<file path="config.mk">
export PLATFORM = sky130hd
export DESIGN_NAME = lsu_mem_ctrl_flat
export DESIGN_NICKNAME = d
export VERILOG_FILES = /design/src/rtl/lsu_mem_ctrl_if.sv /design/src/rtl/lsu_mem_ctrl.sv /design/src/flat_wrapper.sv
export SDC_FILE = /design/constraint.sdc
export NUM_CORES = 1
export LEC_CHECK = 0
export ABC_AREA = 0
export ABC_CLOCK_PERIOD_IN_PS = 3000
export CAP_MARGIN = 20
export CELL_PAD_IN_SITES_DETAIL_PLACEMENT = 0
export CELL_PAD_IN_SITES_GLOBAL_PLACEMENT = 1
export CORE_UTILIZATION = 35
export CTS_BUF_LIST = sky130_fd_sc_hd__clkbuf_2 sky130_fd_sc_hd__clkbuf_4 sky130_fd_sc_hd__clkbuf_8
export DETAILED_ROUTE_END_ITERATION = 10
export HOLD_SLACK_MARGIN = 0.12
export MAX_ROUTING_LAYER = met4
export PLACE_DENSITY_LB_ADDON = 0.1
export SYNTH_ARGS = -nofsm -noshare
export SYNTH_HDL_FRONTEND = slang
export SYNTH_SLANG_ARGS = --single-unit
</file>
<file path="constraint.sdc">
create_clock -name i_clk -period 3 [get_ports i_clk]
set_input_delay 0.3 -clock i_clk [delete_from_list [all_inputs] [get_ports i_clk]]
set_output_delay 0.3 -clock i_clk [all_outputs]
set_load 0.05 [all_outputs]
</file>
<file path="src/rtl/lsu_mem_ctrl_if.sv">
// Data-memory port of the load/store unit: a request/ready channel carrying
// word address, byte enables and write data, plus a read-data return channel.
// master = LSU side, slave = memory side.
interface lsu_mem_ctrl_if;
   logic        mem_req;
   logic        mem_we;
   logic [29:0] mem_addr;
   logic [3:0]  mem_be;
   logic [31:0] mem_wdata;
   logic        mem_ready;
   logic        mem_rvalid;
   logic [31:0] mem_rdata;

   modport master (
      output mem_req, mem_we, mem_addr, mem_be, mem_wdata,
      input  mem_ready, mem_rvalid, mem_rdata
   );

   modport slave (
      input  mem_req, mem_we, mem_addr, mem_be, mem_wdata,
      output mem_ready, mem_rvalid, mem_rdata
   );
endinterface

</file>
<file path="src/rtl/lsu_mem_ctrl.sv">
// RV32I load/store unit. Takes the ALU result as byte address, issues one
// access on the memory port, stalls the core while it is outstanding, and
// returns aligned, sign/zero-extended load data with a one-cycle done pulse.
// Optional feature: define LSU_TIMEOUT_EN to abort an access that spends
// TIMEOUT_CYCLES cycles in REQ/WAIT_R (done with o_lsu_err=1, data 0).
module lsu_mem_ctrl #(
   parameter int TIMEOUT_CYCLES = 64
) (
   input  logic                 i_clk,
   input  logic                 i_reset,
   input  logic                 i_lsu_valid,
   input  logic                 i_lsu_we,
   input  logic [2:0]           i_funct3,
   input  logic [31:0]          i_lsu_addr,
   input  logic [31:0]          i_st_data,
   output logic                 o_lsu_stall,
   output logic                 o_lsu_done,
   output logic [31:0]          o_ld_data,
   output logic                 o_lsu_misalign,
   output logic                 o_lsu_err,
   lsu_mem_ctrl_if.master       mem
);

   typedef enum logic [1:0] {
      IDLE   = 2'd0,
      REQ    = 2'd1,
      WAIT_R = 2'd2,
      DONE   = 2'd3
   } state_t;

   state_t      state_q;
   logic [29:0] addr_q;
   logic [1:0]  off_q;
   logic [2:0]  f3_q;
   logic        we_q;
   logic [3:0]  be_q;
   logic [31:0] wdata_q;
   logic        req_q;
   logic        done_q;
   logic [31:0] ld_data_q;

   logic        misalign_req;
   logic        start;
   logic        timeout;

   // Byte enables for a store; size comes from funct3[1:0], 1x is a word.
   function automatic logic [3:0] store_be(input logic [1:0] size, input logic [1:0] off);
      logic [3:0] be;
      case (size)
         2'b00:   be = 4'b0001 << off;
         2'b01:   be = off[1] ? 4'b1100 : 4'b0011;
         default: be = 4'b1111;
      endcase
      return be;
   endfunction

   // Replicate the store operand across all lanes so any enabled lane is correct.
   function automatic logic [31:0] store_wdata(input logic [1:0] size, input logic [31:0] d);
      logic [31:0] w;
      case (size)
         2'b00:   w = {4{d[7:0]}};
         2'b01:   w = {2{d[15:0]}};
         default: w = d;
      endcase
      return w;
   endfunction

   // Pick the addressed lane of the read word and extend it; funct3[2] selects zero-extension.
   function automatic logic [31:0] load_extend(input logic [31:0] rdata, input logic [1:0] off,
                                               input logic [2:0] f3);
      logic signed [7:0]  b;
      logic signed [15:0] h;
      logic [31:0]        r;
      b = rdata[{off, 3'b000} +: 8];
      h = rdata[{off[1], 4'b0000} +: 16];
      case (f3[1:0])
         2'b00:   r = f3[2] ? {24'b0, b} : 32'(b);
         2'b01:   r = f3[2] ? {16'b0, h} : 32'(h);
         default: r = rdata;
      endcase
      return r;
   endfunction

   // Misalignment of the request presented on the core side.
   always_comb begin
      misalign_req = 1'b0;
      case (i_funct3[1:0])
         2'b00:   misalign_req = 1'b0;
         2'b01:   misalign_req = i_lsu_addr[0];
         default: misalign_req = |i_lsu_addr[1:0];
      endcase
   end

   // Gated by i_reset so every output reads 0 while reset is held.
   assign start          = i_reset & (state_q == IDLE) & i_lsu_valid & ~misalign_req;
   assign o_lsu_misalign = i_reset & (state_q == IDLE) & i_lsu_valid & misalign_req;
   assign o_lsu_stall    = start | (state_q == REQ) | (state_q == WAIT_R);
   assign o_lsu_done     = done_q;
   assign o_ld_data      = ld_data_q;

   assign mem.mem_req    = req_q;
   assign mem.mem_we     = we_q;
   assign mem.mem_addr   = addr_q;
   assign mem.mem_be     = be_q;
   assign mem.mem_wdata  = wdata_q;

`ifdef LSU_TIMEOUT_EN
   localparam int CNT_W = (TIMEOUT_CYCLES > 1) ? $clog2(TIMEOUT_CYCLES) : 1;

   logic [CNT_W-1:0] cnt_q;
   logic             err_q;

   assign timeout   = (cnt_q == CNT_W'(TIMEOUT_CYCLES - 1));
   assign o_lsu_err = err_q;

   // Cycles spent in REQ/WAIT_R; restarts with every accepted request.
   always_ff @(posedge i_clk or negedge i_reset) begin
      if (!i_reset) begin
         cnt_q <= '0;
      end else if (start) begin
         cnt_q <= '0;
      end else if ((state_q == REQ) || (state_q == WAIT_R)) begin
         cnt_q <= cnt_q + 1'b1;
      end
   end
`else
   assign timeout   = 1'b0;
   assign o_lsu_err = 1'b0;
`endif

   // Access sequencer: latch the request, run the memory handshake, report completion.
   always_ff @(posedge i_clk or negedge i_reset) begin
      if (!i_reset) begin
         state_q   <= IDLE;
         addr_q    <= '0;
         off_q     <= '0;
         f3_q      <= '0;
         we_q      <= 1'b0;
         be_q      <= '0;
         wdata_q   <= '0;
         req_q     <= 1'b0;
         done_q    <= 1'b0;
         ld_data_q <= '0;
`ifdef LSU_TIMEOUT_EN
         err_q     <= 1'b0;
`endif
      end else begin
         case (state_q)
            IDLE: begin
               if (start) begin
                  addr_q  <= i_lsu_addr[31:2];
                  off_q   <= i_lsu_addr[1:0];
                  f3_q    <= i_funct3;
                  we_q    <= i_lsu_we;
                  be_q    <= i_lsu_we ? store_be(i_funct3[1:0], i_lsu_addr[1:0]) : 4'b1111;
                  wdata_q <= i_lsu_we ? store_wdata(i_funct3[1:0], i_st_data) : 32'h0;
                  req_q   <= 1'b1;
                  state_q <= REQ;
               end
            end
            REQ: begin
               if (mem.mem_ready) begin
                  req_q <= 1'b0;
                  if (we_q) begin
                     done_q  <= 1'b1;
                     state_q <= DONE;
                  end else if (mem.mem_rvalid) begin
                     ld_data_q <= load_extend(mem.mem_rdata, off_q, f3_q);
                     done_q    <= 1'b1;
                     state_q   <= DONE;
                  end else begin
                     state_q <= WAIT_R;
                  end
               end else if (timeout) begin
                  req_q     <= 1'b0;
                  ld_data_q <= '0;
                  done_q    <= 1'b1;
                  state_q   <= DONE;
`ifdef LSU_TIMEOUT_EN
                  err_q     <= 1'b1;
`endif
               end
            end
            WAIT_R: begin
               if (mem.mem_rvalid) begin
                  ld_data_q <= load_extend(mem.mem_rdata, off_q, f3_q);
                  done_q    <= 1'b1;
                  state_q   <= DONE;
               end else if (timeout) begin
                  ld_data_q <= '0;
                  done_q    <= 1'b1;
                  state_q   <= DONE;
`ifdef LSU_TIMEOUT_EN
                  err_q     <= 1'b1;
`endif
               end
            end
            default: begin
               // DONE: core advances on this edge, so i_lsu_valid is not looked at.
               done_q    <= 1'b0;
               ld_data_q <= '0;
               state_q   <= IDLE;
`ifdef LSU_TIMEOUT_EN
               err_q     <= 1'b0;
`endif
            end
         endcase
      end
   end

endmodule

</file>
<file path="src/flat_wrapper.sv">
// flat-port wrapper written by rule: the top's interface ports become plain ports
module lsu_mem_ctrl_flat 
#(
   parameter int TIMEOUT_CYCLES = 64
)
  (i_clk, i_reset, i_lsu_valid, i_lsu_we, i_funct3, i_lsu_addr, i_st_data, o_lsu_stall, o_lsu_done, o_ld_data, o_lsu_misalign, o_lsu_err, mem_mem_req, mem_mem_we, mem_mem_addr, mem_mem_be, mem_mem_wdata, mem_mem_ready, mem_mem_rvalid, mem_mem_rdata);
  lsu_mem_ctrl_if mem_i ();
  input  logic i_clk;
  input  logic i_reset;
  input  logic i_lsu_valid;
  input  logic i_lsu_we;
  input  logic [2:0] i_funct3;
  input  logic [31:0] i_lsu_addr;
  input  logic [31:0] i_st_data;
  output logic o_lsu_stall;
  output logic o_lsu_done;
  output logic [31:0] o_ld_data;
  output logic o_lsu_misalign;
  output logic o_lsu_err;
  output wire logic [$bits(mem_i.mem_req)-1:0] mem_mem_req;
  output wire logic [$bits(mem_i.mem_we)-1:0] mem_mem_we;
  output wire logic [$bits(mem_i.mem_addr)-1:0] mem_mem_addr;
  output wire logic [$bits(mem_i.mem_be)-1:0] mem_mem_be;
  output wire logic [$bits(mem_i.mem_wdata)-1:0] mem_mem_wdata;
  input wire logic [$bits(mem_i.mem_ready)-1:0] mem_mem_ready;
  input wire logic [$bits(mem_i.mem_rvalid)-1:0] mem_mem_rvalid;
  input wire logic [$bits(mem_i.mem_rdata)-1:0] mem_mem_rdata;
  assign mem_mem_req = mem_i.mem_req;
  assign mem_mem_we = mem_i.mem_we;
  assign mem_mem_addr = mem_i.mem_addr;
  assign mem_mem_be = mem_i.mem_be;
  assign mem_mem_wdata = mem_i.mem_wdata;
  assign mem_i.mem_ready = mem_mem_ready;
  assign mem_i.mem_rvalid = mem_mem_rvalid;
  assign mem_i.mem_rdata = mem_mem_rdata;
  lsu_mem_ctrl #(.TIMEOUT_CYCLES(TIMEOUT_CYCLES)) u_core (.i_clk(i_clk), .i_reset(i_reset), .i_lsu_valid(i_lsu_valid), .i_lsu_we(i_lsu_we), .i_funct3(i_funct3), .i_lsu_addr(i_lsu_addr), .i_st_data(i_st_data), .o_lsu_stall(o_lsu_stall), .o_lsu_done(o_lsu_done), .o_ld_data(o_ld_data), .o_lsu_misalign(o_lsu_misalign), .o_lsu_err(o_lsu_err), .mem(mem_i));
endmodule
</file>
==> flow_metrics.env <==
export IMPL_synthMuxAreaShare_pct=9.08
export IMPL_netlist_instances=552
export IMPL_cts_sinks=108
export IMPL_finalSetupViolations=0
export IMPL_via_per_inst=4.99
export IMPL_worstHoldPathType="in2async"
export IMPL_start_util_pct=35.9
export IMPL_power_leakage_uw=0.00352
export IMPL_wl_per_cell_um=16.5
export IMPL_clock_skew_ns=0.00980
export IMPL_path_buf_inv=2
export IMPL_vias=4645
export IMPL_cts_setup_buffers=0
export IMPL_maxCapViolations=0
export IMPL_core_um2=14500
export IMPL_rsz0062_at_grt="no"
export IMPL_powerDensity_nw_per_um2=1070
export IMPL_totalWireLength_um=15400
export IMPL_cp_data_required_time_ns=2.70
export IMPL_max_stage_delay_ns=0.42
export IMPL_synth_top_family_by_area="simple AND/OR/NAND/NOR gates"
export IMPL_r2r_start="u_core.state_q[1]"
export IMPL_ant_nets=0
export IMPL_setup_tns_ns=0
export IMPL_num_rows=44
export IMPL_htree_levels=3
export IMPL_cts_root_buffer="clkbuf_8"
export IMPL_synthSimpleGateAreaFrac_pct=22.0
export IMPL_timing_final_crit_share_pct=83.7
export IMPL_synth_adder_area_share_pct=0.959
export IMPL_dpl_cell_area_um2=7450
export IMPL_die_height_um=124
export IMPL_critPathTopFamily="simple AND/OR/NAND/NOR gates"
export IMPL_overflow=0
export IMPL_critPathLaunch="u_core.state_q[1]"
export IMPL_stdcell_area_um2=7660
export IMPL_io_pins=209
export IMPL_cts_inserted_buffers=9
export IMPL_clock_latency_ns=0.38
export IMPL_yosysWarnings=0
export IMPL_hold_viol_final=0
export IMPL_reg2reg_setup_slack_ns=0.66
export IMPL_diodes=0
export IMPL_fin_nets=852
export IMPL_crit_chain="inv_1 > ha_1 > nand3_1 > a211oi_4 > or3_1 > buf_12"
export IMPL_ys_types=40
export IMPL_critPathLaunchType="flip-flop"
export IMPL_multiInputGateArea_um2=2310
export IMPL_worstPathMaxFanout=8
export IMPL_synth_seq_cells=108
export IMPL_grt_total_usage_pct=21.3
export IMPL_synth_xor_area_share_pct=0
export IMPL_layout_drive_gt1_share_pct=9.79
export IMPL_synth_compound_area_share_pct=11.8
export IMPL_final_util_pct=52.7
export IMPL_io_buffers=207
export IMPL_synth_edf_count=0
export IMPL_synth_main_ff_cell="dfrtp_1"
export IMPL_max_clock_freq_mhz=398
export IMPL_clockBufferDepth=2
export IMPL_synthArstFlopShare_pct=100
export IMPL_syn_area_per_cell_um2=9.46
export IMPL_rr_worst_depth=7
export IMPL_cp_depth=6
export IMPL_tightestPinTransition_ns=0.781
export IMPL_peakVddDrop_uv=564
export IMPL_gp_congestion=0.896
export IMPL_grt_max_degree=82
export IMPL_clk_pin_slew_ns=0.10
export IMPL_syn_num_nets=661
export IMPL_drtPass1Iterations=4
export IMPL_drcViolationCount=0
export IMPL_antenna_found_initial=0
export IMPL_slowest_stage="dfrtp_1"
export IMPL_cp_end_kind="output port"
export IMPL_max_slew_margin_rel_pct=47.9
export IMPL_fill_cells=1401
export IMPL_regArea_um2=2700
export IMPL_reg2reg_to="u_core.mem.mem_req"
export IMPL_cts_tree="built"
export IMPL_dieArea_um2=15400
export IMPL_endpoint="o_lsu_stall"
export IMPL_die_x_um=124
export IMPL_syn_area_um2=5220
export IMPL_seq_area_frac_synth_pct=51.8
export IMPL_status="finished, final reports clean"
export IMPL_syn_to_final_growth_pct=46.7
export IMPL_worstPathArrival_ns=2.21
export IMPL_slew_viol_final=0
export IMPL_hpwl_um=11000
export IMPL_grt_pass1_vias=4666
export IMPL_fin_crit_ns=2.51
export IMPL_path_class="reg2out"
export IMPL_first_iter_violations=271
export IMPL_grt_pass1_wl_um=24200
## kinds of logic (layout without fill, tap and decap cells)
kind of cell | count (synthesis) | after routing
buffers and inverters | 48 | 242
flip-flops | 108 | 108
AO/OA/AOI/OAI | 76 | 76
AND/OR/NAND/NOR | 272 | 272
multiplexers | 43 | 43
other | 1 | 1
adder cells (fa/ha/maj) | 4 | 4
## layout make-up
class / count / area share, %
clock inverters: 3 / 0.310
inverters: 7 / 0.343
clock buffers: 11 / 1.90
repair buffers: 221 / 29.0
well taps: 184 / 3.01
multi-input cells: 396 / 30.2
flip-flops and latches: 108 / 35.3
## metrics by stage
stage,hold WS [ns],instances,power [uW],setup slack (ns)
6_report,0.371,930,8190,0.489
5_1_grt,0.406,930,8660,0.353
4_1_cts,0.365,929,8260,0.474
3_5_place_dp,0.247,914,7400,0.592
3_3_place_gp,0.246,914,7340,0.622
2_1_floorplan,0.00441,552,5680,0.970
## metal layers
| metal | vias up | GRT usage (%) | part of all wire (%) |
|---|---|---|---|
| met1 | 2246 | 26.7 | 44 |
| met3 | 23 | 5.45 | 7.0 |
| met4 | 0 | 8.78 | 2.3 |
| met5 | - | - | 0 |
| met2 | 139 | 32.7 | 47 |
| li1 | 2237 | - | - |
## worst register-to-register path, stage by stage (launching register included)
cell and delay [ns]:
dfrtp_1 0.42, inv_1 0.11, ha_1 0.42, nand3_1 0.28, a211o_2 0.37, buf_4 0.36
nand2_1 0.17, a31oi_1 0.09
## cells in the final DEF, fill, tap and decap left out, types with 2 or more instances in the layout
cell type	count
o2bb2ai_1	8
inv_1	7
a31oi_1	3
o22a_1	2
a32o_1	8
clkdlybuf4s50_1	204
buf_4	13
o21ai_0	22
mux2i_1	17
a221o_1	7
ha_1	4
nand3_1	33
buf_12	2
nor2b_1	8
clkinvlp_4	2
clkbuf_8	10
a21oi_1	9
mux2_2	24
nand2_1	198
a221o_2	9
nor2_1	9
dfrtp_1	108
nand2b_1	18
## worst min-delay path by stage
stage          startpoint                       to  slack (ns)
2_1_floorplan     i_reset           u_core.f3_q[0]       0.004
3_3_place_gp      i_reset  u_core.mem.mem_addr[20]        0.25
3_5_place_dp      i_reset  u_core.mem.mem_addr[21]        0.25
4_1_cts           i_reset  u_core.mem.mem_addr[21]        0.36
5_1_grt           i_reset  u_core.mem.mem_addr[21]        0.41
6_report          i_reset  u_core.mem.mem_addr[21]        0.37
## power by group
part	total, uW	internal, uW	switching, uW
Clock	836	329	507
Combinational	4900	1750	3150
Sequential	2450	2030	414
## cell usage after synthesis, types with 4 or more instances
master	n	share of area, %
mux2_2	24	5.2
nor2b_1	8	0.96
o21ai_0	22	2.1
ha_1	4	0.96
buf_2	10	0.96
a221o_2	9	1.9
dfrtp_1	108	52
nor2_1	9	0.65
nand2b_1	18	2.2
o2bb2ai_1	8	1.3
inv_1	7	0.50
clkbuf_1	24	1.7
nand3_1	33	3.2
buf_4	4	0.58
a221o_1	7	1.3
nand2_1	198	14
mux2i_1	17	3.3
a32o_1	8	1.5
a21oi_1	9	0.86
## registers in the layout, summed over array words and instances (netlist names)
signal and count:
u_core.mem.mem_wdata 32, u_core.o_ld_data 32, u_core.mem.mem_addr 30, u_core.mem.mem_be 4, u_core.f3_q 3, u_core.off_q 2, u_core.state_q 2, u_core.mem.mem_req 1
u_core.mem.mem_we 1, u_core.o_lsu_done 1
## timing repair
item / in CTS / in global routing
endpoints found under the hold margin: 27 / 0
gates resized for setup: 0 / 0
hold buffers: 1 / 0
Power figures use the tool's default switching activity.
